==> src/rtl/cdc_hs_tx.sv <==
// cdc_hs_tx - source-domain transmitter for a two-phase (toggle) req/ack
// clock-domain crossing.
//
// Ports:
//   clk      source-domain clock, rising edge
//   rst      synchronous active-high reset
//   s_valid  local word offered
//   s_ready  block can accept (transfer on s_valid & s_ready)
//   s_data   local word
//   tx_data  registered word to destination domain (changes only on accept)
//   tx_req   request level, toggles once per accepted word
//   ack_a    acknowledge level from destination domain (asynchronous)
//   busy     handshake in flight
//   to_err   sticky timeout flag
//
// Optional feature macro: CDC_HS_TX_TIMEOUT_EN enables the WAIT timeout
// counter and to_err; when undefined to_err is tied low.

module cdc_hs_tx #(
  parameter int unsigned DW      = 32,
  parameter int unsigned DP      = 2,
  parameter int unsigned TIMEOUT = 255
) (
  input  logic          clk,
  input  logic          rst,
  input  logic          s_valid,
  output logic          s_ready,
  input  logic [DW-1:0] s_data,
  output logic [DW-1:0] tx_data,
  output logic          tx_req,
  input  logic          ack_a,
  output logic          busy,
  output logic          to_err
);

  typedef enum logic {
    ST_IDLE = 1'b0,
    ST_WAIT = 1'b1
  } state_t;

  state_t        state_q;
  state_t        state_d;
  logic [DP-1:0] ack_sync_q;
  logic          ack_s;
  logic          hs_done;
  logic          accept;

  // Acknowledge synchroniser; stage 0 is the metastability-catching flop.
  always_ff @(posedge clk) begin
    if (rst) begin
      ack_sync_q <= '0;
    end else begin
      ack_sync_q <= {ack_sync_q[DP-2:0], ack_a};
    end
  end

  assign ack_s   = ack_sync_q[DP-1];
  assign hs_done = (ack_s == tx_req);

  always_ff @(posedge clk) begin
    if (rst) begin
      state_q <= ST_IDLE;
    end else begin
      state_q <= state_d;
    end
  end

  // Gating s_ready on hs_done in IDLE also holds off a stale acknowledge.
  always_comb begin
    state_d = state_q;
    s_ready = 1'b0;
    busy    = 1'b0;
    accept  = 1'b0;
    unique case (state_q)
      ST_IDLE: begin
        s_ready = hs_done;
        if (s_valid && hs_done) begin
          accept  = 1'b1;
          state_d = ST_WAIT;
        end
      end
      ST_WAIT: begin
        busy = 1'b1;
        if (hs_done) begin
          state_d = ST_IDLE;
        end
      end
      default: state_d = ST_IDLE;
    endcase
  end

  always_ff @(posedge clk) begin
    if (rst) begin
      tx_req  <= 1'b0;
      tx_data <= '0;
    end else if (accept) begin
      tx_req  <= ~tx_req;
      tx_data <= s_data;
    end
  end

`ifdef CDC_HS_TX_TIMEOUT_EN
  localparam int unsigned    CW     = $clog2(TIMEOUT + 1);
  localparam logic [CW-1:0]  TO_MAX = CW'(TIMEOUT);

  logic [CW-1:0] to_cnt_q;

  // to_err rises on the same edge the count lands on TIMEOUT.
  always_ff @(posedge clk) begin
    if (rst) begin
      to_cnt_q <= '0;
      to_err   <= 1'b0;
    end else begin
      if (accept) begin
        to_cnt_q <= '0;
      end else if (state_q == ST_WAIT && to_cnt_q != TO_MAX) begin
        to_cnt_q <= to_cnt_q + 1'b1;
      end
      if (state_q == ST_WAIT &&
          (to_cnt_q == TO_MAX || to_cnt_q == TO_MAX - 1'b1)) begin
        to_err <= 1'b1;
      end
    end
  end
`else
  assign to_err = 1'b0;
`endif

endmodule

==> config.mk <==
export PLATFORM = sky130hd
export DESIGN_NAME = cdc_hs_tx
export DESIGN_NICKNAME = d
export VERILOG_FILES = /design/src/rtl/cdc_hs_tx.sv
export SDC_FILE = /design/constraint.sdc
export NUM_CORES = 1
export LEC_CHECK = 0
export BUFFER_PORTS_ARGS = -buffer_cell sky130_fd_sc_hd__buf_2
export CORE_UTILIZATION = 50
export DETAILED_ROUTE_END_ITERATION = 12
export PLACE_DENSITY_LB_ADDON = 0.15
export SLEW_MARGIN = 40
export SYNTH_ARGS = -nofsm -noshare
export SYNTH_HDL_FRONTEND = slang
export SYNTH_SLANG_ARGS = --single-unit
==> constraint.sdc <==
create_clock -name clk -period 2.7 [get_ports clk]
set_input_delay 0.27 -clock clk [delete_from_list [all_inputs] [get_ports clk]]
set_output_delay 0.27 -clock clk [all_outputs]
set_load 0.03 [all_outputs]
# Word level (Yosys, flattened, before mapping)

Index checks and enable logic that the tools add are counted.
Widths: inputs -> output; s select.

Bitwise operators: 2
Multiplexer cells: 6
Reductions and logical operators: 1
Eq/ne operators: 1

Operators with widths:

| operator          | number |
|---|---|
| $mux 1            | 5 |
| $not 1->1         | 2 |
| $pmux 1 s2        | 1 |
| $eq 1x1->1        | 1 |
| $logic_and 1x1->1 | 1 |

Input bits: 36
Flip-flop bits (word level): 36
Logic and storage cells: 14
Output and inout port bits: 36

# Depth between registers and ports, before layout

Depth after elaboration: 4
Depth in mapped cells: 5
Gate-level depth less buffers: 3

# Worst setup path after synthesis

No wires, ideal clock.

Kind: register -> output
Start point: register tx_req
End point: output port s_ready
Cell stages (with the launch flop): 3
Path buffers: 0
Data required time: 2.430 ns
Setup slack: 1.313 ns
Data arrival time: 1.117 ns
Cell sequence: dfxtp_1 xor2_2 nor2_1

Cells in the longest elaborated chain, start to end: 2

Ends and longest elaborated chain:

| item                     | line | text |
|---|---|---|
| start: declaration       | 30   | `output logic tx_req,` |
| start signal: assignment | 97   | `tx_req <= ~tx_req;` |
| $eq 1x1->1               | 58   | `assign hs_done = (ack_s == tx_req);` |
| $mux 1                   | 74   | `unique case (state_q)` |
| end: declaration         | 27   | `output logic s_ready,` |

No other way between the ends.

# Final worst setup path

Start point: register state_q
End point: register tx_data[6]

Cells in the longest elaborated chain, start to end: 1

Ends and longest elaborated chain:

| item                     | line | text |
|---|---|---|
| start: declaration       | 41   | `state_t state_q;` |
| start signal: assignment | 64   | `state_q <= state_d;` |
| $mux 1                   | 74   |  |
| end signal: assignment   | 98   | `tx_data <= s_data;` |
| end: declaration         | 29   | `output logic [DW-1:0] tx_data,` |

No other way between the ends.
A chain may end at the register's enable or synchronous reset.

==> results.md <==
* Drt initial violations at 41
* Fin Setup TNS at 0 ns
* Chip width at 58.9 um
* Power density of the placed cells at 635 mW/mm2
* DIE AREA at 0.00347 mm2
* Register clock-pin slew on the reported worst setup and hold paths at 0.10 ns
* Number of top-level design ports at 72
* Number of global-route vias before repair at 1143
* Quantity of hold-fixing buffers added after cts at 0
* Arrival time at the worst endpoint at 1.92 ns
* Setup Buffers After CTS at 0
* Final worst-path cycle share at 61.6%
* Type of the worst min-delay path: in -> reg
* Post-cts repair resize count at 0
* Largest area contributor in the synthesized netlist: sky130_fd_sc_hd__dfxtp_1
* Clock skew at 0.00603 ns
* Via count normalized by instance count at 4.61
* FP Rows at 20
* Post-route DRC at 0
* Num Clock Sinks at 36
* Pin count of the biggest net entering global routing at 69
* Share of cells above drive strength 1 at 36.5%
* Reported leakage power at 0.964 nW
* Number of distinct standard cells referenced by the synthesized netlist at 12
* First-pass GRT wire length at 4.66 mm
* Antenna violation net count after detailed routing at 0
* Most frequent cells after synthesis: sky130_fd_sc_hd__nand2b_1 (64), sky130_fd_sc_hd__dfxtp_1 (36), sky130_fd_sc_hd__mux2i_1 (33)
* Maximum fanout along the worst path at 20
* Avg Synthesized Cell Area at 10.5 um2
* Mapped cell area at 0.00162 mm2
* Setup crit start kind: flop
* Maximum operating frequency at 0.601 GHz
* Largest delay share family, worst path: simple AND/OR/NAND/NOR gates
* Weighted congestion reported at the end of routability-driven placement at 0.708
* Non-filler cells, final at 266
* Number of vias after detailed routing at 1226
* IO buf count at 70
* Result of the run: finished, final reports clean
* Number of enable flip-flop cells after synthesis at 0
* Total power at 1.30 mW
* Critical Path End Type: flop
* TritonCTS clock tree: yes
* # Max-Cap Violations at 0
* Hold violation count in the final report at 0
* Worst-path cell chain: nor2b_1, nor2b_4, buf_12, mux2i_1
* Unrepaired setup endpoints after global routing: no
* Top cells by area, synth: sky130_fd_sc_hd__dfxtp_1 (44%), sky130_fd_sc_hd__nand2b_1 (25%), sky130_fd_sc_hd__mux2i_1 (20%)
* Peak per-stage delay on the critical path at 0.51 ns
* Critical path required time at 2.95 ns
* Layout net count at 257
* Post-Route Hold Slack at 0.153 ns
* Filler Cell Count at 273
* Cell with the largest stage delay on the worst path: sky130_fd_sc_hd__nor2b_4
* Leading register cell type out of synthesis: sky130_fd_sc_hd__dfxtp_1
* Clock latency on the worst-skew pair at 0.33 ns
* Count of yosys warnings during synthesis at 0
* Number of nets in the synthesized netlist at 191
* Maximum clock insertion buffer count at 2
* Worst ir drop on vdd at 0.000480 V
* Number of instances in the synthesized netlist at 155
* Critical path buffers and inverters at 1
* Most frequently used cell type in the post-synthesis netlist: sky130_fd_sc_hd__nand2b_1
* H-tree levels at 2
* Number of setup violations in the final report at 0
* Average wire length per cell after detail routing at 11.1 um
* Flop and latch count out of synthesis at 36
* Share of the synthesized area in the top cell type at 44.5%
* Starting utilization of the core area at 53.1%
* Async SR Flop Fraction at 0%
* Min cycle time layout at 1.66 ns
* Number of iterations in the first detailed-routing pass at 4
* GRT Residual Overflow at 0
* HPWL after detailed placement at 2.19 mm
* Post-synthesis sequential area ratio at 44.5%
* Final number of max-transition violations at 0
* Overall fraction of global-route tracks in use at 18.3%
* Standard cell core area at 0.00305 mm2
* Initial antenna violation count at 0
* Clk root buf: sky130_fd_sc_hd__clkbuf_4
* Area Overhead vs Synth at 26.3%
* Antenna Diode Count at 0
* Post-Place Cells at 258
* Routed wire length at 2.95 mm
* Die extent in y at 58.9 um
* Setup CP Type: reg -> reg
* Clock buffers created by TritonCTS at 5
worst paths after layout:
check	start	endpoint	slack, ns	depth (start not counted)
setup reg to reg	state_q	tx_data[6]	1.04	4
hold / removal	ack_a	ack_sync_q[0]	0.15	2
setup / recovery	state_q	tx_data[6]	1.04	4
hold reg to reg	ack_sync_q[0]	ack_sync_q[1]	0.45	1
sequential cells by signal, summed over array words and instances, names as in the netlist:
name	cells
tx_data	32
state_q	1
tx_req	1
ack_sync_q	2
metrics by stage:
step / worst slack [ns] / util [%] / instance area [um2]
4_1_cts: 1.01 / 66.9 / 2040
6_report: 1.04 / 67.0 / 2050
5_1_grt: 0.914 / 67.0 / 2050
3_3_place_gp: 1.11 / 63.8 / 1950
2_1_floorplan: 1.31 / - / 1620
3_5_place_dp: 1.01 / 63.8 / 1950
routing by layer:
| layer | GRT usage [%] | share of wire (%) | vias up |
|---|---|---|---|
| met5 | 0 | 0 | - |
| met4 | 8.16 | 1.7 | 0 |
| met3 | 7.03 | 7.1 | 6 |
| met2 | 35.2 | 53 | 43 |
| met1 | 16.8 | 39 | 555 |
| li1 | - | - | 622 |
power breakdown:
part	leakage (nW)	internal [mW]	switching [mW]
clock network	0.0515	0.246	0.169
registers	0.295	0.573	0.0222
logic	0.617	0.115	0.172
total	0.964	0.935	0.364
cell type report:
| type | instances | area, um2 | area share (%) |
|---|---|---|---|
| Tap cell | 44 | 55.1 | 2.69 |
| Clock buffer | 7 | 65.1 | 3.18 |
| Sequential cell | 36 | 721 | 35.2 |
| Timing Repair Buffer | 71 | 373 | 18.2 |
| Multi-Input combinational cell | 107 | 802 | 39.2 |
| Clock inverter | 1 | 30.0 | 1.47 |
layout by cell type, fill, tap and decap left out, drive strengths merged:
master | Yosys | layout
buf | 5 | 71
nand2b | 64 | 64
dfxtp | 36 | 36
mux2i | 33 | 33
clkbuf | 7 | 7
nor2b | 4 | 4
nor2 | 3 | 3
xor2 | 1 | 1
a211oi | 1 | 1
conb | 1 | 1
bufinv | 0 | 1
kinds of logic after synthesis:
| logic type | synth area share, % |
|---|---|
| AOI/OAI and AO/OA | 0.463 |
| muxes | 20.4 |
| other | 0.231 |
| DFF | 44.5 |
| buffers and inverters | 6.49 |
| xor gates and xnor gates | 1.00 |
| and+or+nand+nor | 26.9 |
worst register-to-register path, cell delays in order, from the launching register on:
cell,delay [ns]
sky130_fd_sc_hd__dfxtp_1,0.34
sky130_fd_sc_hd__nor2b_1,0.26
sky130_fd_sc_hd__nor2b_4,0.51
sky130_fd_sc_hd__buf_12,0.26
sky130_fd_sc_hd__mux2i_1,0.22
(Power assumes the default switching activity.)
